===== src/rtl/node_control_mc.sv =====
// AXI-lite control slave for a processing-node array: per-node offsets, activation,
// saturating run counters, a 64-bit global cycle counter and a finish-event FIFO.
module node_control_mc #(
  parameter int NUM_NODES = 8,
  parameter int DATA_W    = 32,
  parameter int ADDR_W    = 32,
  parameter int EVT_DEPTH = 16
) (
  input  logic                    clk,
  input  logic                    res_n,
  input  logic                    s_axi_awvalid,
  output logic                    s_axi_awready,
  input  logic [ADDR_W-1:0]       s_axi_awaddr,
  input  logic [2:0]              s_axi_awprot,
  input  logic                    s_axi_wvalid,
  output logic                    s_axi_wready,
  input  logic [DATA_W-1:0]       s_axi_wdata,
  input  logic [3:0]              s_axi_wstrb,
  output logic                    s_axi_bvalid,
  input  logic                    s_axi_bready,
  output logic [1:0]              s_axi_bresp,
  input  logic                    s_axi_arvalid,
  output logic                    s_axi_arready,
  input  logic [ADDR_W-1:0]       s_axi_araddr,
  input  logic [2:0]              s_axi_arprot,
  output logic                    s_axi_rvalid,
  input  logic                    s_axi_rready,
  output logic [DATA_W-1:0]       s_axi_rdata,
  output logic [1:0]              s_axi_rresp,
  output logic [NUM_NODES-1:0]    node_active,
  output logic [NUM_NODES*32-1:0] node_offset,
  output logic [7:0]              leds_status,
  output logic [7:0]              triggers,
  output logic                    evt_irq
);

  localparam int NODE_W = (NUM_NODES > 1) ? $clog2(NUM_NODES) : 1;
  localparam int PTR_W  = $clog2(EVT_DEPTH);
  localparam int ACT_W  = (NUM_NODES < 32) ? NUM_NODES : 32;
  localparam logic [1:0] RESP_OKAY   = 2'b00;
  localparam logic [1:0] RESP_SLVERR = 2'b10;

  typedef enum logic [2:0] {IDLE, WRITE, READ, WRESP, RRESP} state_t;
  state_t state, state_nxt;

  logic [11:2]       addr_q;
  logic [DATA_W-1:0] wdata_q, rdata_q;
  logic [1:0]        bresp_q, rresp_q;
  logic              awready_q, wready_q, arready_q;

  logic [31:0]          offset  [NUM_NODES];
  logic [31:0]          run_cnt [NUM_NODES];
  logic [NUM_NODES-1:0] active;
  logic [6:0]           num_active;
  logic [63:0]          global_cnt;
  logic [31:0]          hi_snap;
  logic [7:0]           leds_q, trig_q;

  logic [31:0]   evt_mem [EVT_DEPTH];
  logic [PTR_W:0] wr_ptr, rd_ptr, evt_level;
  logic          evt_ovf, evt_empty, evt_full, evt_push;
  logic [31:0]   evt_word;

  logic              unused_ok;
  assign unused_ok = ^{s_axi_awprot, s_axi_arprot, s_axi_wstrb,
                       s_axi_awaddr[ADDR_W-1:12], s_axi_awaddr[1:0],
                       s_axi_araddr[ADDR_W-1:12], s_axi_araddr[1:0]};

  // Address decode of the latched transaction.
  logic [NODE_W-1:0] node_sel;
  logic node_ok, in_off, in_ctrl, in_cnt, rd_err, wr_err, do_wr, do_rd;
  logic [31:0] rd_val;

  assign node_sel = addr_q[NODE_W+1:2];
  assign node_ok  = ({26'd0, addr_q[7:2]} < 32'(NUM_NODES));
  assign in_off   = (addr_q[11:8] == 4'h0);
  assign in_ctrl  = (addr_q[11:8] == 4'h1);
  assign in_cnt   = (addr_q[11:8] == 4'h2);
  assign do_wr    = (state == WRITE) && !wr_err;
  assign do_rd    = (state == READ) && !rd_err;

  // NOTE: every output of a combinational block gets a default first so no latch is inferred.
  always_comb begin
    rd_err = 1'b1;
    wr_err = 1'b1;
    rd_val = '0;
    if (in_off && node_ok) begin
      rd_err = 1'b0;
      wr_err = 1'b0;
      rd_val = offset[node_sel];
    end else if (in_cnt && node_ok) begin
      rd_err = 1'b0;
      rd_val = run_cnt[node_sel];
    end else if (in_ctrl) begin
      case (addr_q[7:2])
        6'h00: begin rd_err = 1'b0; rd_val[ACT_W-1:0] = active[ACT_W-1:0]; end
        6'h01: begin rd_err = 1'b0; rd_val = 32'(num_active); end
        6'h02: begin rd_err = 1'b0; rd_val = global_cnt[31:0]; end
        6'h03: begin rd_err = 1'b0; rd_val = hi_snap; end
        6'h04: wr_err = 1'b0;
        6'h05: begin rd_err = 1'b0; wr_err = 1'b0; rd_val = {24'd0, leds_q}; end
        6'h06: begin rd_err = 1'b0; wr_err = 1'b0; rd_val = {24'd0, trig_q}; end
        6'h07: begin rd_err = 1'b0; rd_val = {evt_ovf, 15'd0, 16'(evt_level)}; end
        6'h08: begin
          rd_err = 1'b0;
          rd_val = evt_empty ? 32'hFFFF_FFFF : evt_mem[rd_ptr[PTR_W-1:0]];
        end
        default: ;
      endcase
    end
  end

  logic wr_off, wr_start, wr_glb_rst, wr_leds, wr_trig, rd_glb_lo, rd_status, rd_pop;
  assign wr_off     = do_wr && in_off;
  assign wr_start   = (wdata_q[31:0] != 32'd0);
  assign wr_glb_rst = do_wr && in_ctrl && (addr_q[7:2] == 6'h04);
  assign wr_leds    = do_wr && in_ctrl && (addr_q[7:2] == 6'h05);
  assign wr_trig    = do_wr && in_ctrl && (addr_q[7:2] == 6'h06);
  assign rd_glb_lo  = do_rd && in_ctrl && (addr_q[7:2] == 6'h02);
  assign rd_status  = do_rd && in_ctrl && (addr_q[7:2] == 6'h07);
  assign rd_pop     = do_rd && in_ctrl && (addr_q[7:2] == 6'h08);

  always_comb begin
    state_nxt = state;
    case (state)
      IDLE: begin
        if (s_axi_awvalid && s_axi_wvalid) state_nxt = WRITE;
        else if (s_axi_arvalid)            state_nxt = READ;
      end
      WRITE: state_nxt = WRESP;
      READ:  state_nxt = RRESP;
      WRESP: if (s_axi_bready) state_nxt = IDLE;
      RRESP: if (s_axi_rready) state_nxt = IDLE;
      default: state_nxt = IDLE;
    endcase
  end

  // NOTE: sequential state uses non-blocking assignments so all registers update from pre-edge values.
  always_ff @(posedge clk or negedge res_n) begin
    if (!res_n) begin
      state     <= IDLE;
      addr_q    <= '0;
      wdata_q   <= '0;
      rdata_q   <= '0;
      bresp_q   <= RESP_OKAY;
      rresp_q   <= RESP_OKAY;
      awready_q <= 1'b0;
      wready_q  <= 1'b0;
      arready_q <= 1'b0;
    end else begin
      state     <= state_nxt;
      awready_q <= (state == IDLE) && s_axi_awvalid && s_axi_wvalid;
      wready_q  <= (state == IDLE) && s_axi_awvalid && s_axi_wvalid;
      arready_q <= (state == IDLE) && !(s_axi_awvalid && s_axi_wvalid) && s_axi_arvalid;
      if (state == IDLE) begin
        if (s_axi_awvalid && s_axi_wvalid) begin
          addr_q  <= s_axi_awaddr[11:2];
          wdata_q <= s_axi_wdata;
        end else if (s_axi_arvalid) begin
          addr_q <= s_axi_araddr[11:2];
        end
      end
      if (state == WRITE) bresp_q <= wr_err ? RESP_SLVERR : RESP_OKAY;
      if (state == READ) begin
        rresp_q <= rd_err ? RESP_SLVERR : RESP_OKAY;
        rdata_q <= rd_err ? '0 : DATA_W'(rd_val);
      end
    end
  end

  // A restart clears the counter even when the node is already counting.
  always_ff @(posedge clk or negedge res_n) begin
    if (!res_n) begin
      for (int n = 0; n < NUM_NODES; n++) begin
        offset[n]  <= '0;
        run_cnt[n] <= '0;
      end
      active     <= '0;
      num_active <= '0;
    end else begin
      for (int n = 0; n < NUM_NODES; n++) begin
        if (wr_off && wr_start && (node_sel == NODE_W'(n)))
          run_cnt[n] <= '0;
        else if (active[n] && (run_cnt[n] != 32'hFFFF_FFFF))
          run_cnt[n] <= run_cnt[n] + 32'd1;
      end
      if (wr_off) begin
        offset[node_sel] <= wdata_q[31:0];
        active[node_sel] <= wr_start;
        if (wr_start && !active[node_sel])      num_active <= num_active + 7'd1;
        else if (!wr_start && active[node_sel]) num_active <= num_active - 7'd1;
      end
    end
  end

  always_ff @(posedge clk or negedge res_n) begin
    if (!res_n) begin
      global_cnt <= '0;
      hi_snap    <= '0;
      leds_q     <= '0;
      trig_q     <= '0;
    end else begin
      global_cnt <= wr_glb_rst ? 64'd0 : global_cnt + 64'd1;
      if (rd_glb_lo) hi_snap <= global_cnt[63:32];
      if (wr_leds)   leds_q  <= wdata_q[7:0];
      if (wr_trig)   trig_q  <= wdata_q[7:0];
    end
  end

  assign evt_level = wr_ptr - rd_ptr;
  assign evt_empty = (evt_level == '0);
  assign evt_full  = (evt_level == (PTR_W+1)'(EVT_DEPTH));
  assign evt_push  = wr_off && !wr_start && active[node_sel];
  assign evt_word  = {8'(node_sel),
                      (run_cnt[node_sel] > 32'h00FF_FFFF) ? 24'hFF_FFFF : run_cnt[node_sel][23:0]};

  always_ff @(posedge clk or negedge res_n) begin
    if (!res_n) begin
      wr_ptr  <= '0;
      rd_ptr  <= '0;
      evt_ovf <= 1'b0;
    end else begin
      if (rd_status) evt_ovf <= 1'b0;
      if (evt_push) begin
        if (evt_full) evt_ovf <= 1'b1;
        else          wr_ptr  <= wr_ptr + 1'b1;
      end
      if (rd_pop && !evt_empty) rd_ptr <= rd_ptr + 1'b1;
    end
  end

  // NOTE: storage arrays are not reset; the pointers alone define which entries are valid.
  always_ff @(posedge clk) begin
    if (evt_push && !evt_full) evt_mem[wr_ptr[PTR_W-1:0]] <= evt_word;
  end

  always_comb begin
    node_offset = '0;
    for (int n = 0; n < NUM_NODES; n++) node_offset[32*n +: 32] = offset[n];
  end

  assign s_axi_awready = awready_q;
  assign s_axi_wready  = wready_q;
  assign s_axi_arready = arready_q;
  assign s_axi_bvalid  = (state == WRESP);
  assign s_axi_bresp   = bresp_q;
  assign s_axi_rvalid  = (state == RRESP);
  assign s_axi_rresp   = rresp_q;
  assign s_axi_rdata   = rdata_q;
  assign node_active   = active;
  assign leds_status   = leds_q;
  assign triggers      = trig_q;
  assign evt_irq       = !evt_empty;

endmodule


===== config.mk =====
export PLATFORM = sky130hd
export DESIGN_NAME = node_control_mc
export DESIGN_NICKNAME = d
export VERILOG_FILES = /design/src/rtl/node_control_mc.sv
export SDC_FILE = /design/constraint.sdc
export NUM_CORES = 2
export LEC_CHECK = 0
export CORE_AREA = 3 3 432 434
export DETAILED_ROUTE_END_ITERATION = 8
export DIE_AREA = 0 0 435 437
export PLACE_DENSITY = 0.48
export SLEW_MARGIN = 20
export SYNTH_ARGS = -nofsm -noshare
export SYNTH_HDL_FRONTEND = slang
export SYNTH_SLANG_ARGS = --single-unit
export TNS_END_PERCENT = 1

===== constraint.sdc =====
create_clock -name clk -period 7.1 [get_ports clk]
set_clock_uncertainty 0.2 [all_clocks]
set_input_delay 1.42 -clock clk [delete_from_list [all_inputs] [get_ports clk]]
set_output_delay 1.42 -clock clk [all_outputs]
set_load 0.02 [all_outputs]

======== After elaboration in Yosys (flattened, before gate mapping) ========
Memories as Yosys holds them, arrays and structs flattened.
Index checks and enable logic that the tools add are counted.
operators by class
  shifts and indexed selects .............. 0
  add/subtract/negate cells ............... 14
  reduce and logical (&&, ||, !) cells .... 73
  bitwise operators ....................... 2
  magnitude comparators ................... 6
  $mul .................................... 0
  multiplexer cells ....................... 63
  eq/ne operators ......................... 33
  div/mod/pow operators ................... 0
operator list
  operator                 count
  $mux W32                 26
  $add A32 B1 Y32 const B  8
  $bwmux W256              1
  $ne A32 B32 Y1 const B   8
  $bmux W32 S3             2
  $demux W32 S3            1
  $pmux W24 S4             1
  $add A64 B1 Y64 const B  1
  $mux W64                 1
  $pmux W8 S8              1
  $logic_and A1 B1 Y1      43
  $gt A32 B24 Y1 const B   1
  $reduce_bool A32 Y1      1
  $eq A6 B3 Y1 const B     4
  $mux W24                 1
  $mux W10                 2
  $reduce_bool A2 Y1       10
  $eq A3 B3 Y1 const B     5
  $mux W1                  15
  $pmux W3 S5              1
  $mux W7                  2
  $eq A3 B2 Y1 const B     4
  $eq A6 B2 Y1 const B     2
  $mux W3                  4
  other kinds (32)         46
storage, ports and cells
  bits in writable memories ............... 432
  output and inout bits ................... 322
  bits in latches ......................... 0
  memories ................................ 1
  register bits after elaboration ......... 733
  bits in read-only memories .............. 0
  input bits .............................. 113
memories
  name     words  bits a word  rd ports  clocked after Yosys merged registers in  write ports  RTL line  text
  evt_mem  16     27           1         0                                        1            59        logic [31:0] evt_mem [EVT_DEPTH];

======== Longest topological paths before layout ========
  depth in word-level cells ............... 14
  depth in mapped cells ................... 15
  gate-level depth less buffers ........... 13

======== Worst setup path after synthesis ========
OpenSTA, ideal clock, no wires.
  path type ............................... register -> register
  start ................................... register rd_ptr[1]
  end ..................................... memory evt_mem[3][0] in the netlist's numbering (enable)
  path slack .............................. 0.947 ns
  path buffers ............................ 4
  arrival ................................. 5.474 ns
  required time ........................... 6.421 ns
  period minus slack after synthesis ...... 6.153 ns
  stages on the path, launching flop included .. 12
  path through ............................ dfrtp_1 > clkbuf_1 > buf_2 > clkinv_1 > clkbuf_1 > ha_1 > nand3b_1 > and3b_1 > o2111a_1 > a2111o_1 > buf_2 > nor4_1
on the way
  word-level cells in the longest chain between the ends .. 6
ends and longest elaborated chain
  item                           RTL line  text
  start, declared                60        logic [PTR_W:0] wr_ptr, rd_ptr, evt_level;
  start signal, assigned         228       if (rd_pop && !evt_empty) rd_ptr <= rd_ptr + 1'b1;
  $sub A5 B5 Y5                  210       assign evt_level = wr_ptr - rd_ptr;
  $eq A5 B5 Y1                   212       assign evt_full = (evt_level == (PTR_W+1)'(EVT_DEPTH));
  $logic_not A1 Y1               234       if (evt_push && !evt_full) evt_mem[wr_ptr[PTR_W-1:0]] <= evt_word;
  $logic_and A1 B1 Y1            234
  $mux W1                        234
  $mux W1 (not written as such)  234
  end, declared                  59
Every way passes these cells.

======== Worst setup path after layout ========
  start ................................... register rd_ptr[1]
  end ..................................... output evt_irq
on the way
  word-level cells in the longest chain between the ends .. 3
ends and longest elaborated chain
  item              RTL line  text
  $sub A5 B5 Y5     210
  $logic_not A5 Y1  211       assign evt_empty = (evt_level == '0);
  $logic_not A1 Y1  253       assign evt_irq = !evt_empty;
  end, declared     34        output logic evt_irq
Every way passes these cells.

==> flow_metrics.py <==
metrics = {
    "finish": {
        "drive_gt1_frac": 0.178,
        "fin_area_um2": 65900,
        "syn_to_final_growth_pct": 20.2,
        "utilization": 0.360,
        "layout.cells.non_filler": 7247,
        "finalNetCount": 4812,
    },
    "die": {
        "initial_core_util": 0.299,
        "dieWidth_um": 435,
        "coreArea_um2": 183000,
        "pin_count": 435,
        "die_area_um2": 190000,
        "fp.dieH_um": 437,
        "num_rows": 157,
    },
    "sta": {
        "fin_ws_ns": 1.32,
        "slew_headroom": 0.0463,
        "tightest_slew_ns": 1.39,
        "drv_slew": 0,
        "fmax_ghz": 0.173,
        "post-route-period-util": 0.814,
        "setup_viol": 0,
        "hold_ws_ns": 0.289,
        "rsz0062_at_grt": "no",
        "layout_min_cycle_time_ns": 5.78,
        "hold_viol_final": 0,
        "setup_tns_ns": 0,
    },
    "clocking": {
        "cts-buffers-inserted": 133,
        "clk_pin_slew_ns": 0.06,
        "hold_buffers": 0,
        "clock-root-buffer": "clkbuf_16",
        "htree_levels": 4,
        "clk_path_buf_depth": 3,
        "cts_resized": 0,
        "clock_latency_ns": 0.78,
        "tritoncts": "built",
        "cts.sinks": 1163,
        "post_cts_buffers": 0,
    },
    "worst_hold_path": {
        "hold_path.class": "flip-flop to flip-flop",
    },
    "worst_setup_path": {
        "critical_path_class": "flip-flop to output port",
        "worst_setup_path_end_kind": "output port",
        "worst-path-max-fanout": 54,
        "worstPathCellList": "clkinv_1 -> ha_1 -> nand3b_1 -> a21boi_0 -> o2111ai_1 -> nor2_1 -> inv_1 -> clkdlybuf4s50_1",
        "path_delay_family": "flip-flops",
        "cp_num_buf_inv": 3,
        "crit_arrival_ns": 4.16,
        "crit_required_ns": 5.48,
        "startpoint_type": "flip-flop",
        "slowest_stage": "dfrtp_4",
        "critical_path.max_stage_delay_ns": 1.03,
    },
    "synthesis": {
        "ys_ff_latch": 1163,
        "synth_edf_count": 432,
        "async_flop_share": 0.629,
        "yosys.area.top_type": "dfrtp_1",
        "ys_seq_area_frac": 0.570,
        "synthFlopType": "dfrtp_1",
        "synth.area.top_cells": "dfrtp_1 (33%), edfxtp_1 (24%), mux4_2 (9.1%)",
        "yosysWarnings": 0,
        "ys_types": 86,
        "syn_avg_cell_area_um2": 12.7,
        "synth_cells": 4333,
        "yosysTopAreaCellShare": 0.334,
        "syn_area_um2": 54800,
    },
    "pwr": {
        "power_density_nw_per_um2": 274,
        "switching_share": 0.302,
        "p_switching_mw": 5.44,
        "max-vdd-ir-drop_mv": 0.255,
        "leakage_nw": 26.2,
        "pwr-share-clk": 0.386,
        "power_frac_comb": 0.152,
        "power.internal_mw": 12.6,
        "seqPwrFrac": 0.462,
        "finalPower_mw": 18.0,
    },
    "place": {
        "numPortBuffers": 378,
        "place.gp.congestion": 0.877,
        "dp_slack_ns": 2.02,
        "hpwl_um": 146000,
        "place_area_um2": 61500,
        "placedCellCount": 7002,
    },
    "status": {
        "outcome": "complete, no violations",
    },
    "detailed_routing": {
        "detail_route.iter0.violations": 3848,
        "via_count": 38839,
        "drc": 0,
        "drtPass1Iterations": 8,
        "route.detailed.vias_per_inst": 5.36,
        "wl_per_cell_um": 28.7,
        "ant_nets": 0,
        "wl_um": 208000,
    },
    "global_routing": {
        "grtUsageTotal": 0.214,
        "grt_pass1_vias": 37644,
        "grt_pass1_wl_um": 295000,
        "grt_start_max_net_pins": 141,
        "overflow": 0,
        "antenna_found_initial": 11,
    },
    "job": {
        "drv_cap": 0,
    },
}
[path summary, 6_finish.rpt]
path	cells past startpoint	slack, ns	endpoint	startpoint
worst min register to register	1	0.29	hi_snap[27]	hi_snap[27]
worst min-delay path	1	0.29	hi_snap[27]	hi_snap[27]
min in group asynchronous	1	0.40	run_cnt[134]	res_n
worst max register to register	9	1.79	evt_mem[2][16]	wdata_q[26]
max in group asynchronous	2	4.91	addr_q[3]	res_n
worst max-delay path	8	1.32	evt_irq	rd_ptr[1]
[area by class of cell]
cell class	instances	area [um^2]
antenna	8	20.0
clock buffer	188	3750
clock inverter	49	569
fill	18001	117000
inverter	55	206
multi-input combinational	2844	22400
sequential	1163	31300
tap	2464	3080
timing repair buffer	476	4600
[cell usage after synthesis, types with 30 or more instances]
master	number
a21oi_1	101
a22oi_1	37
and2_1	35
and3_1	78
and4_1	40
buf_1	32
buf_2	43
clkbuf_1	181
dfrtp_1	731
edfxtp_1	432
inv_1	51
mux2_1	30
mux2_2	259
mux2i_1	90
mux4_2	222
nand2_1	495
nand3_1	149
nand4_1	116
nor2_1	333
nor3_1	83
nor4_1	67
o21ai_0	72
or3_1	50
xnor2_1	146
xor2_1	116
[registers in the layout, indices dropped and copies added, names as in the netlist, 5 cells and up]
| signal | count |
|---|---|
| rd_ptr | 5 |
| leds_status | 8 |
| global_cnt | 64 |
| hi_snap | 32 |
| node_active | 8 |
| s_axi_rdata | 32 |
| node_offset | 256 |
| wdata_q | 32 |
| addr_q | 10 |
| wr_ptr | 5 |
| evt_mem | 432 |
| triggers | 8 |
| run_cnt | 256 |
| num_active | 7 |
[cells in the final DEF, fill, tap and decap left out, drive strengths merged, types with 19 or more instances in the layout]
| master | Yosys | final |
|---|---|---|
| and4 | 41 | 41 |
| nand4 | 117 | 117 |
| mux4 | 222 | 222 |
| and2 | 35 | 35 |
| mux2i | 90 | 90 |
| nor3 | 86 | 86 |
| xnor2 | 146 | 146 |
| or3 | 50 | 50 |
| mux2 | 289 | 289 |
| a22o | 24 | 24 |
| clkbuf | 181 | 188 |
| a22oi | 37 | 37 |
| clkinv | 3 | 37 |
| clkdlybuf4s50 | 0 | 377 |
| a21oi | 101 | 101 |
| inv | 52 | 57 |
| or4 | 20 | 20 |
| dfrtp | 731 | 731 |
| nor4 | 69 | 69 |
| and3 | 78 | 78 |
| o21ai | 76 | 76 |
| nand3 | 149 | 149 |
| nor2 | 336 | 336 |
| nand2 | 495 | 495 |
| ha | 24 | 24 |
| edfxtp | 432 | 432 |
| buf | 91 | 99 |
| a221oi | 28 | 28 |
| xor2 | 116 | 116 |
| a31oi | 19 | 19 |
[cell families (layout without fill, tap and decap cells)]
group                      Yosys count  in the layout  synth area share
and+or+nand+nor                   1535           1535             0.137
DFF                               1163           1163             0.570
muxes                              601            601             0.167
AOI/OAI and AO/OA                  418            418            0.0531
buffers and inverters              327            768            0.0248
xor gates and xnor gates           262            262            0.0419
adders and majority gates           26             26           0.00621
other                                1             10         0.0000684
[power by group through the flow]
| stage | Combinational (mW) | Clock, mW | Sequential [mW] |
|---|---|---|---|
| after floorplan | 1.86 | 0 | 8.01 |
| after global placement | 2.66 | 0 | 8.44 |
| after detailed placement | 2.72 | 0 | 8.45 |
| after CTS | 2.72 | 7.10 | 8.32 |
| after global routing | 2.93 | 7.37 | 8.38 |
| final | 2.73 | 6.96 | 8.34 |
[routing by layer]
layer	vias to the layer above	share of wire	global-route usage	wire length [um]
met5	-	0.000062	0	13
met4	2	0.038	0.0728	7870
met3	257	0.050	0.0311	10400
met2	1167	0.48	0.347	99500
met1	20551	0.43	0.295	90200
li1	16862	-	-	-
No activity file was read; power rests on OpenSTA's default activity.
